## config.mk

```make
export PLATFORM = sky130hd
export DESIGN_NAME = uart_tx
export DESIGN_NICKNAME = d
export VERILOG_FILES = /design/src/rtl/uart_defs_pkg.sv /design/src/rtl/uart_baud_gen.sv /design/src/rtl/uart_tx.sv
export SDC_FILE = /design/constraint.sdc
export NUM_CORES = 1
export LEC_CHECK = 0
export CORE_MARGIN = 1
export CORE_UTILIZATION = 50
export DETAILED_ROUTE_END_ITERATION = 8
export MAX_ROUTING_LAYER = met4
export PLACE_DENSITY = 0.72
export SLEW_MARGIN = 20
export SYNTH_ARGS = -nofsm -noshare
export SYNTH_HDL_FRONTEND = slang
export SYNTH_SLANG_ARGS = --single-unit
```

## constraint.sdc

```tcl
create_clock -name clk -period 2.3 [get_ports clk]
set_input_delay 0.23 -clock clk [delete_from_list [all_inputs] [get_ports clk]]
set_output_delay 0.23 -clock clk [all_outputs]
set_load 0.01 [all_outputs]
```

## src/rtl/uart_defs_pkg.sv

```systemverilog
// Shared UART definitions: state encoding, frame sizes and the baud divisor helper.
// Frame length depends on UART_TX_PARITY_EN (adds an even-parity bit when defined).
package uart_defs;

    typedef enum logic [2:0] {
        IDLE   = 3'd0,
        START  = 3'd1,
        DATA   = 3'd2,
        PARITY = 3'd3,
        STOP   = 3'd4
    } state_t;

    localparam int DATA_BITS = 8;

`ifdef UART_TX_PARITY_EN
    localparam int FRAME_BITS = 11;
`else
    localparam int FRAME_BITS = 10;
`endif

    // Kept here so a future receiver derives the identical divisor.
    function automatic int clks_per_bit(input int clk_freq, input int baud_rate);
        return clk_freq / baud_rate;
    endfunction

endpackage

```

## src/rtl/uart_baud_gen.sv

```systemverilog
// Bit-period counter: pulses bit_tick for one cycle on the last clock of each bit.
module uart_baud_gen #(
    parameter int CLKS_PER_BIT = 434
) (
    input  logic clk,
    input  logic reset,
    input  logic clear,
    output logic bit_tick
);

    localparam int CW = (CLKS_PER_BIT < 2) ? 1 : $clog2(CLKS_PER_BIT);
    localparam logic [CW-1:0] LAST = CW'(CLKS_PER_BIT - 1);

    if (CLKS_PER_BIT < 2) begin : g_bad_divisor
        $error("uart_baud_gen: CLKS_PER_BIT must be >= 2");
    end

    logic [CW-1:0] cnt;

    assign bit_tick = (cnt == LAST);

    always_ff @(posedge clk or posedge reset) begin
        if (reset)
            cnt <= '0;
        else if (clear || bit_tick)
            cnt <= '0;
        else
            cnt <= cnt + 1'b1;
    end

endmodule

```

## src/rtl/uart_tx.sv

```systemverilog
// 8N1 UART transmitter (8E1 when UART_TX_PARITY_EN is defined); tx and busy are flop outputs.
module uart_tx
    import uart_defs::*;
#(
    parameter int CLK_FREQ  = 50000000,
    parameter int BAUD_RATE = 115200
) (
    input  logic       clk,
    input  logic       reset,
    input  logic [7:0] tx_data,
    input  logic       tx_start,
    output logic       tx,
    output logic       busy
);

    localparam int CLKS_PER_BIT = clks_per_bit(CLK_FREQ, BAUD_RATE);

    if (CLKS_PER_BIT < 2) begin : g_bad_baud
        $error("uart_tx: CLK_FREQ/BAUD_RATE must be >= 2");
    end

    state_t     state, state_d;
    logic [7:0] shift, shift_d;
    logic [2:0] bit_cnt, bit_cnt_d;
    logic       tx_d, busy_d;
    logic       bit_tick;
`ifdef UART_TX_PARITY_EN
    logic       par, par_d;
`endif

    // Counter is held at zero while idle so the start bit gets a full period.
    uart_baud_gen #(.CLKS_PER_BIT(CLKS_PER_BIT)) u_baud (
        .clk      (clk),
        .reset    (reset),
        .clear    (state == IDLE),
        .bit_tick (bit_tick)
    );

    always_comb begin
        state_d   = state;
        shift_d   = shift;
        bit_cnt_d = bit_cnt;
        tx_d      = tx;
        busy_d    = busy;
`ifdef UART_TX_PARITY_EN
        par_d     = par;
`endif
        case (state)
            IDLE: begin
                if (tx_start) begin
                    state_d   = START;
                    shift_d   = tx_data;
                    bit_cnt_d = '0;
                    tx_d      = 1'b0;
                    busy_d    = 1'b1;
`ifdef UART_TX_PARITY_EN
                    par_d     = ^tx_data;
`endif
                end
            end
            START: begin
                if (bit_tick) begin
                    state_d = DATA;
                    tx_d    = shift[0];
                end
            end
            DATA: begin
                if (bit_tick) begin
                    shift_d   = shift >> 1;
                    bit_cnt_d = bit_cnt + 1'b1;
                    if (bit_cnt == 3'(DATA_BITS - 1)) begin
`ifdef UART_TX_PARITY_EN
                        state_d = PARITY;
                        tx_d    = par;
`else
                        state_d = STOP;
                        tx_d    = 1'b1;
`endif
                    end else begin
                        tx_d = shift[1];
                    end
                end
            end
`ifdef UART_TX_PARITY_EN
            PARITY: begin
                if (bit_tick) begin
                    state_d = STOP;
                    tx_d    = 1'b1;
                end
            end
`endif
            STOP: begin
                if (bit_tick) begin
                    state_d = IDLE;
                    busy_d  = 1'b0;
                end
            end
            default: begin
                state_d = IDLE;
                tx_d    = 1'b1;
                busy_d  = 1'b0;
            end
        endcase
    end

    always_ff @(posedge clk or posedge reset) begin
        if (reset) begin
            state   <= IDLE;
            shift   <= '0;
            bit_cnt <= '0;
            tx      <= 1'b1;
            busy    <= 1'b0;
`ifdef UART_TX_PARITY_EN
            par     <= 1'b0;
`endif
        end else begin
            state   <= state_d;
            shift   <= shift_d;
            bit_cnt <= bit_cnt_d;
            tx      <= tx_d;
            busy    <= busy_d;
`ifdef UART_TX_PARITY_EN
            par     <= par_d;
`endif
        end
    end

endmodule

```

==> impl_metrics.csv, run 1 <==
group,metric,value,unit
run_status,outcome,"finished clean",
sta,post-route-min-period,1981,ps
flow_run,cap_violations,0,
global_route,groute.usage.overall,0.2101,
clocking,cts.sinks,25,
floorplan,start_util,0.5505,
pwr,cellPowerDensity,705.9,nW/um^2
sta,tns,0,ps
layout,fin_nets,150,
layout,layout_common_cells,"dfrtp_1 (24), nor2_1 (15), clkdlybuf4s50_1 (12), inv_1 (10)",
clocking,clock_path_buffers,2,
global_route,grt_start_max_net_pins,26,
logic_synthesis,syn_avg_cell_area,10.38,um^2
logic_synthesis,ys_ff_latch,25,
worst_setup_path,crit_required,2500,ps
logic_synthesis,synth.cell_area,1276,um^2
layout,multiInputGateArea,576.8,um^2
sta,slew_violations,0,
layout,stdcell_area,1434,um^2
worst_hold_path,min_path_type,"input port to async pin",
route,wire_per_inst,13.93,um
place,portBuffers,12,
route,ant_nets,0,
clocking,clk_latency,320,ps
floorplan,pin_count,13,
logic_synthesis,ys_types,36,
sta,finalCritPeriodShare,0.8614,
sta,finalHoldViolCount,0,
worst_setup_path,rrSetupSlack,320,ps
clocking,cts.clk_slew.worst_paths,140,ps
floorplan,die-height,52.52,um
worst_setup_path,endpoint_kind,"register",
layout,layout_commonest_cell,"dfrtp_1",
global_route,grt-ovfl-total,0,
worst_setup_path,r2r_cells,6,
route,avgViaCountPerCell,5.691,
worst_setup_path,crit_fanout,13,
clocking,holdBufCountCts,0,
worst_setup_path,cp.arrival,2180,ps
clocking,htreeDepth,1,
worst_setup_path,r2r_end,"bit_cnt[0]$_DFFE_PP0P_",
worst_setup_path,worstSetupStartpointType,"register",
layout,seqCellArea,626.9,um^2
clocking,post-cts-setup-buffers,0,
clocking,cts_buffers,3,
route,drtPass1Iterations,4,
place,dp_hpwl,1683,um
clocking,cts_root_buffer,"clkbuf_4",
sta,timing.slew.headroom,0.6606,
sta,fin_skew,4.936,ps
pwr,p_leak,0.6207,nW
layout,num-fill-cells,200,
sta,rsz0062_at_grt,"no",
floorplan,dieWidth,52.52,um
logic_synthesis,synthArstFlopShare,1.000,
sta,tightest_slew,507.6,ps
logic_synthesis,synth_fp_nets,138,
layout,syn2layout_area_growth,12.35,%
layout,drive_gt1_frac,0.08955,
floorplan,core,2318,um^2
logic_synthesis,synth-edff-count,0,
route,num_vias,922,
logic_synthesis,ys.flop_type,"dfrtp_1",
sta,fmax,0.5047,GHz
global_route,grt_pass1_wl,4029,um
route,finalWirelength,2257,um
floorplan,die_area,2758,um^2
global_route,grt_pass1_vias,909,
clocking,cts_tree,"yes",
worst_setup_path,worstReg2RegStart,"u_baud.cnt[1]$_DFF_PP0_",
clocking,post_cts_resize_count,0,
floorplan,rows,17,
logic_synthesis,syn-instance-count,123,
logic_synthesis,synth-seq-area-share,0.4912,
sta,setup_viol,0,
place,dpl_cell_area,1404,um^2
logic_synthesis,yosysWarnings,0,
place,gp_congestion,0.7728,
route,drt_iter0_drc,11,
pwr,ir_drop,0.0005198,V
worst_setup_path,crit_type,"register to register",
global_route,antenna_found_initial,0,
layout,n_antenna_cell,0,
route,drc_errors,0,
==> registers in the layout (all words and copies together), names as in the netlist <==
register and cells:
u_baud.cnt 9, shift 8, bit_cnt 3, state 3, busy 1, tx 1
==> where the power goes <==
part           internal [mW]  total, mW  switching (mW)  leakage (nW)
Combinational          0.119      0.206          0.0866         0.311
Clock                 0.0665      0.203           0.136        0.0139
Sequential             0.520      0.604          0.0835         0.296
==> Yosys cell counts, types with 2 or more instances <==
master    count  area, um^2
a21oi_1       2       10.01
a31oi_1       3       18.77
buf_2         4       20.02
dfrtp_1      24       600.6
ha_1          4       50.05
inv_1        10       37.54
nand2_1       4       15.01
nand2b_1      2       12.51
nand3_1       6       30.03
nand4_1       2       12.51
nor2_1       15       56.30
nor3_1        3       15.01
o21a_1        7       52.55
o21ai_0       3       15.01
o22a_1        7       61.31
xnor2_1       6       52.55
xor2_1        2       17.52
==> area by class of cell <==
cell class | instances | share of cell area
multi-input cells | 82 | 0.4023
well taps | 28 | 0.02443
clock inverters | 1 | 0.005236
clock buffers | 3 | 0.01571
repair buffers | 13 | 0.08900
flip-flops and latches | 25 | 0.4372
inverters | 10 | 0.02618
==> per-stage QoR <==
| step | instances | utilization | hold WS [ps] | setup WS [ps] | power [mW] |
|---|---|---|---|---|---|
| after floorplan | 123 | - | 256.6 | 697.1 | 0.7520 |
| after global placement | 158 | 0.6055 | 469.4 | 426.7 | 0.8117 |
| after detailed placement | 158 | 0.6055 | 485.2 | 307.5 | 0.8215 |
| after CTS | 162 | 0.6185 | 248.9 | 287.8 | 1.025 |
| after global routing | 162 | 0.6185 | 261.9 | 120.8 | 1.091 |
| final | 162 | 0.6185 | 237.6 | 318.8 | 1.012 |
==> layer usage <==
| metal | GRT usage | vias to the layer above | wire (um) |
|---|---|---|---|
| met4 | 0.05263 | 0 | 19 |
| li1 | - | 455 | - |
| met1 | 0.2732 | 452 | 1093 |
| met3 | 0.06087 | 2 | 74 |
| met2 | 0.3228 | 13 | 1070 |
| met5 | - | - | 0 |
==> worst max-delay path, cell delays in order (launching register included) <==
cell,delay [ps]
dfrtp_1,430
inv_1,70
ha_1,140
and4b_4,260
nand4_1,420
nand2_1,410
mux2i_1,140
==> logic make-up (layout without fill, tap and decap cells) <==
| family | count (synthesis) | after routing | share of synthesized area |
|---|---|---|---|
| AOI/OAI and AO/OA | 29 | 29 | 0.1765 |
| xor gates and xnor gates | 8 | 8 | 0.05490 |
| adders and majority gates | 4 | 4 | 0.03922 |
| buffers and inverters | 16 | 27 | 0.05686 |
| DFF | 25 | 25 | 0.4912 |
| muxes | 2 | 2 | 0.01667 |
| and+or+nand+nor | 39 | 39 | 0.1647 |
==> worst max-delay path by stage <==
stage          depth (start not counted)                endpoint               startpoint  slack, ps
2_1_floorplan                          6          tx$_DFFE_PP1P_  u_baud.cnt[0]$_DFF_PP0_        700
3_5_place_dp                           6  bit_cnt[0]$_DFFE_PP0P_  u_baud.cnt[1]$_DFF_PP0_        310
5_1_grt                                6  bit_cnt[0]$_DFFE_PP0P_  u_baud.cnt[1]$_DFF_PP0_        120
3_3_place_gp                           6  bit_cnt[0]$_DFFE_PP0P_  u_baud.cnt[1]$_DFF_PP0_        430
4_1_cts                                6  bit_cnt[0]$_DFFE_PP0P_  u_baud.cnt[1]$_DFF_PP0_        290
6_report                               6  bit_cnt[0]$_DFFE_PP0P_  u_baud.cnt[1]$_DFF_PP0_        320
Power figures use the tool's default switching activity.
==> inputs of run 2 (changes only) <==
Settings changed: CORE_MARGIN 1 to 3.
==> impl_metrics.csv, run 2 (synthesized netlist as in run 1, its figures left out) <==
group,metric,value,unit
route,highest_layer,"met4",
clocking,cts_root_buffer,"clkbuf_4",
worst_setup_path,worstSetupStartpointType,"register",
layout,top_regs,"u_baud.cnt (9), shift (8)",
sta,tns,0,ps
worst_setup_path,crit_fanout,8,
global_route,grt_start_max_net_pins,26,
clocking,clk_latency,320,ps
route,drc_errors,0,
route,ant_nets,0,
layout,stdcell_count,163,
layout,num-fill-cells,201,
global_route,grt_pass1_wl,3926,um
route,drt_iter0_drc,33,
route,avgViaCountPerCell,5.503,
flow_run,cap_violations,0,
layout,drive_gt1_frac,0.09630,
clocking,cts_tree,"yes",
worst_setup_path,rrSetupSlack,480,ps
place,portBuffers,12,
layout,n_antenna_cell,0,
worst_setup_path,crit_required,2530,ps
pwr,ir_drop,0.0005891,V
floorplan,rows,17,
sta,tightest_slew,413.7,ps
route,dr_wl_met2,1009,um
place,gp_congestion,0.7963,
clocking,clock_path_buffers,2,
floorplan,start_util,0.5505,
clocking,post-cts-setup-buffers,0,
worst_setup_path,cp.arrival,2050,ps
floorplan,die-height,56.52,um
pwr,power,1.008,mW
global_route,grt_pass1_vias,893,
route,route.met3.wl,84,um
sta,slew_violations,0,
route,finalWirelength,2234,um
layout,regMostFlops,"u_baud.cnt",
sta,fmax,0.5491,GHz
clocking,htreeDepth,1,
global_route,grt-ovfl-total,0,
layout,layout_common_cells,"dfrtp_1 (24), nor2_1 (15), clkdlybuf4s50_1 (12), inv_1 (10)",
sta,post-route-min-period,1821,ps
pwr,p_leak,0.6286,nW
floorplan,dieWidth,56.52,um
route,num_vias,897,
route,met1_length,1123,um
clocking,post_cts_resize_count,0,
worst_setup_path,crit_type,"register to register",
sta,setup_viol,0,
clocking,cts_buffers,3,
floorplan,pin_count,13,
route,drtPass1Iterations,4,
worst_setup_path,endpoint_kind,"register",
place,dp_cells,159,
global_route,groute.usage.overall,0.1577,
layout,syn2layout_area_growth,12.75,%
sta,fin_skew,7.617,ps
sta,timing.slew.headroom,0.7242,
worst_hold_path,min_path_type,"input port to async pin",
pwr,cellPowerDensity,700.4,nW/um^2
sta,rsz0062_at_grt,"no",
route,wire_per_inst,13.71,um
layout,largest_register_ffs,9,
sta,finalCritPeriodShare,0.7919,
global_route,antenna_found_initial,0,
run_status,outcome,"finished clean",
floorplan,die_area,3195,um^2
place,dp_hpwl,1615,um
sta,finalHoldViolCount,0,
layout,layout_commonest_cell,"dfrtp_1",
floorplan,core,2318,um^2
clocking,cts.sinks,25,
clocking,cts.clk_slew.worst_paths,130,ps
layout,fin_nets,151,
clocking,holdBufCountCts,0,
==> run 2: changes by cell type in the layout (fill, tap and decap cells not counted) <==
| cell | change |
|---|---|
| buf_4 | +1 |
| clkinv_2 | +1 |
| clkinvlp_4 | -1 |
==> run 2: where the power goes <==
part           switching (mW)  internal [mW]
clock                   0.128         0.0652
sequential             0.0837          0.520
combinational          0.0912          0.119
total                   0.303          0.705
==> run 2: worst paths after layout <==
kind / from / end / cells past startpoint
max in group asynchronous: reset / tx$_DFFE_PP1P_ / 3
worst max-delay path: u_baud.cnt[1]$_DFF_PP0_ / shift[5]$_DFFE_PP0P_ / 7
min in group clk: bit_cnt[0]$_DFFE_PP0P_ / bit_cnt[0]$_DFFE_PP0P_ / 1
worst max register to register: u_baud.cnt[1]$_DFF_PP0_ / shift[5]$_DFFE_PP0P_ / 7
worst min-delay path: reset / shift[6]$_DFFE_PP0P_ / 3
worst min register to register: bit_cnt[0]$_DFFE_PP0P_ / bit_cnt[0]$_DFFE_PP0P_ / 1
==> run 2: per-layer routing <==
| layer | GRT usage | vias to the layer above |
|---|---|---|
| met5 | - | - |
| met4 | 0.03051 | 0 |
| met3 | 0.04828 | 2 |
| met2 | 0.2409 | 15 |
| met1 | 0.2082 | 426 |
| li1 | - | 454 |
==> run 2: area by class of cell <==
cell class                      count  area (um^2)  area share
Clock buffer                        3        22.52     0.01565
Clock inverter                      1        5.005    0.003478
Inverter                           10        37.54     0.02609
Multi-Input combinational cell     82        576.8      0.4009
Sequential cell                    25        626.9      0.4357
Tap cell                           28        35.03     0.02435
Timing Repair Buffer               14        135.1     0.09391
==> run 2: critical path, stage by stage, from the launching register on <==
cell and delay (ps):
dfrtp_1 440, inv_1 70, ha_1 130, and4b_4 260
nand4_1 290, buf_4 280, o22a_1 170, o21a_1 90
==> run 2: metrics by stage <==
stage	setup slack, ps	hold slack (ps)	util	area (um^2)
2_1_floorplan	697.1	256.6	-	1276
3_3_place_gp	540.5	464.5	0.6087	1411
3_5_place_dp	491.3	476.7	0.6087	1411
4_1_cts	464.4	248.1	0.6206	1439
5_1_grt	353.7	251.1	0.6206	1439
6_report	478.7	238.5	0.6206	1439
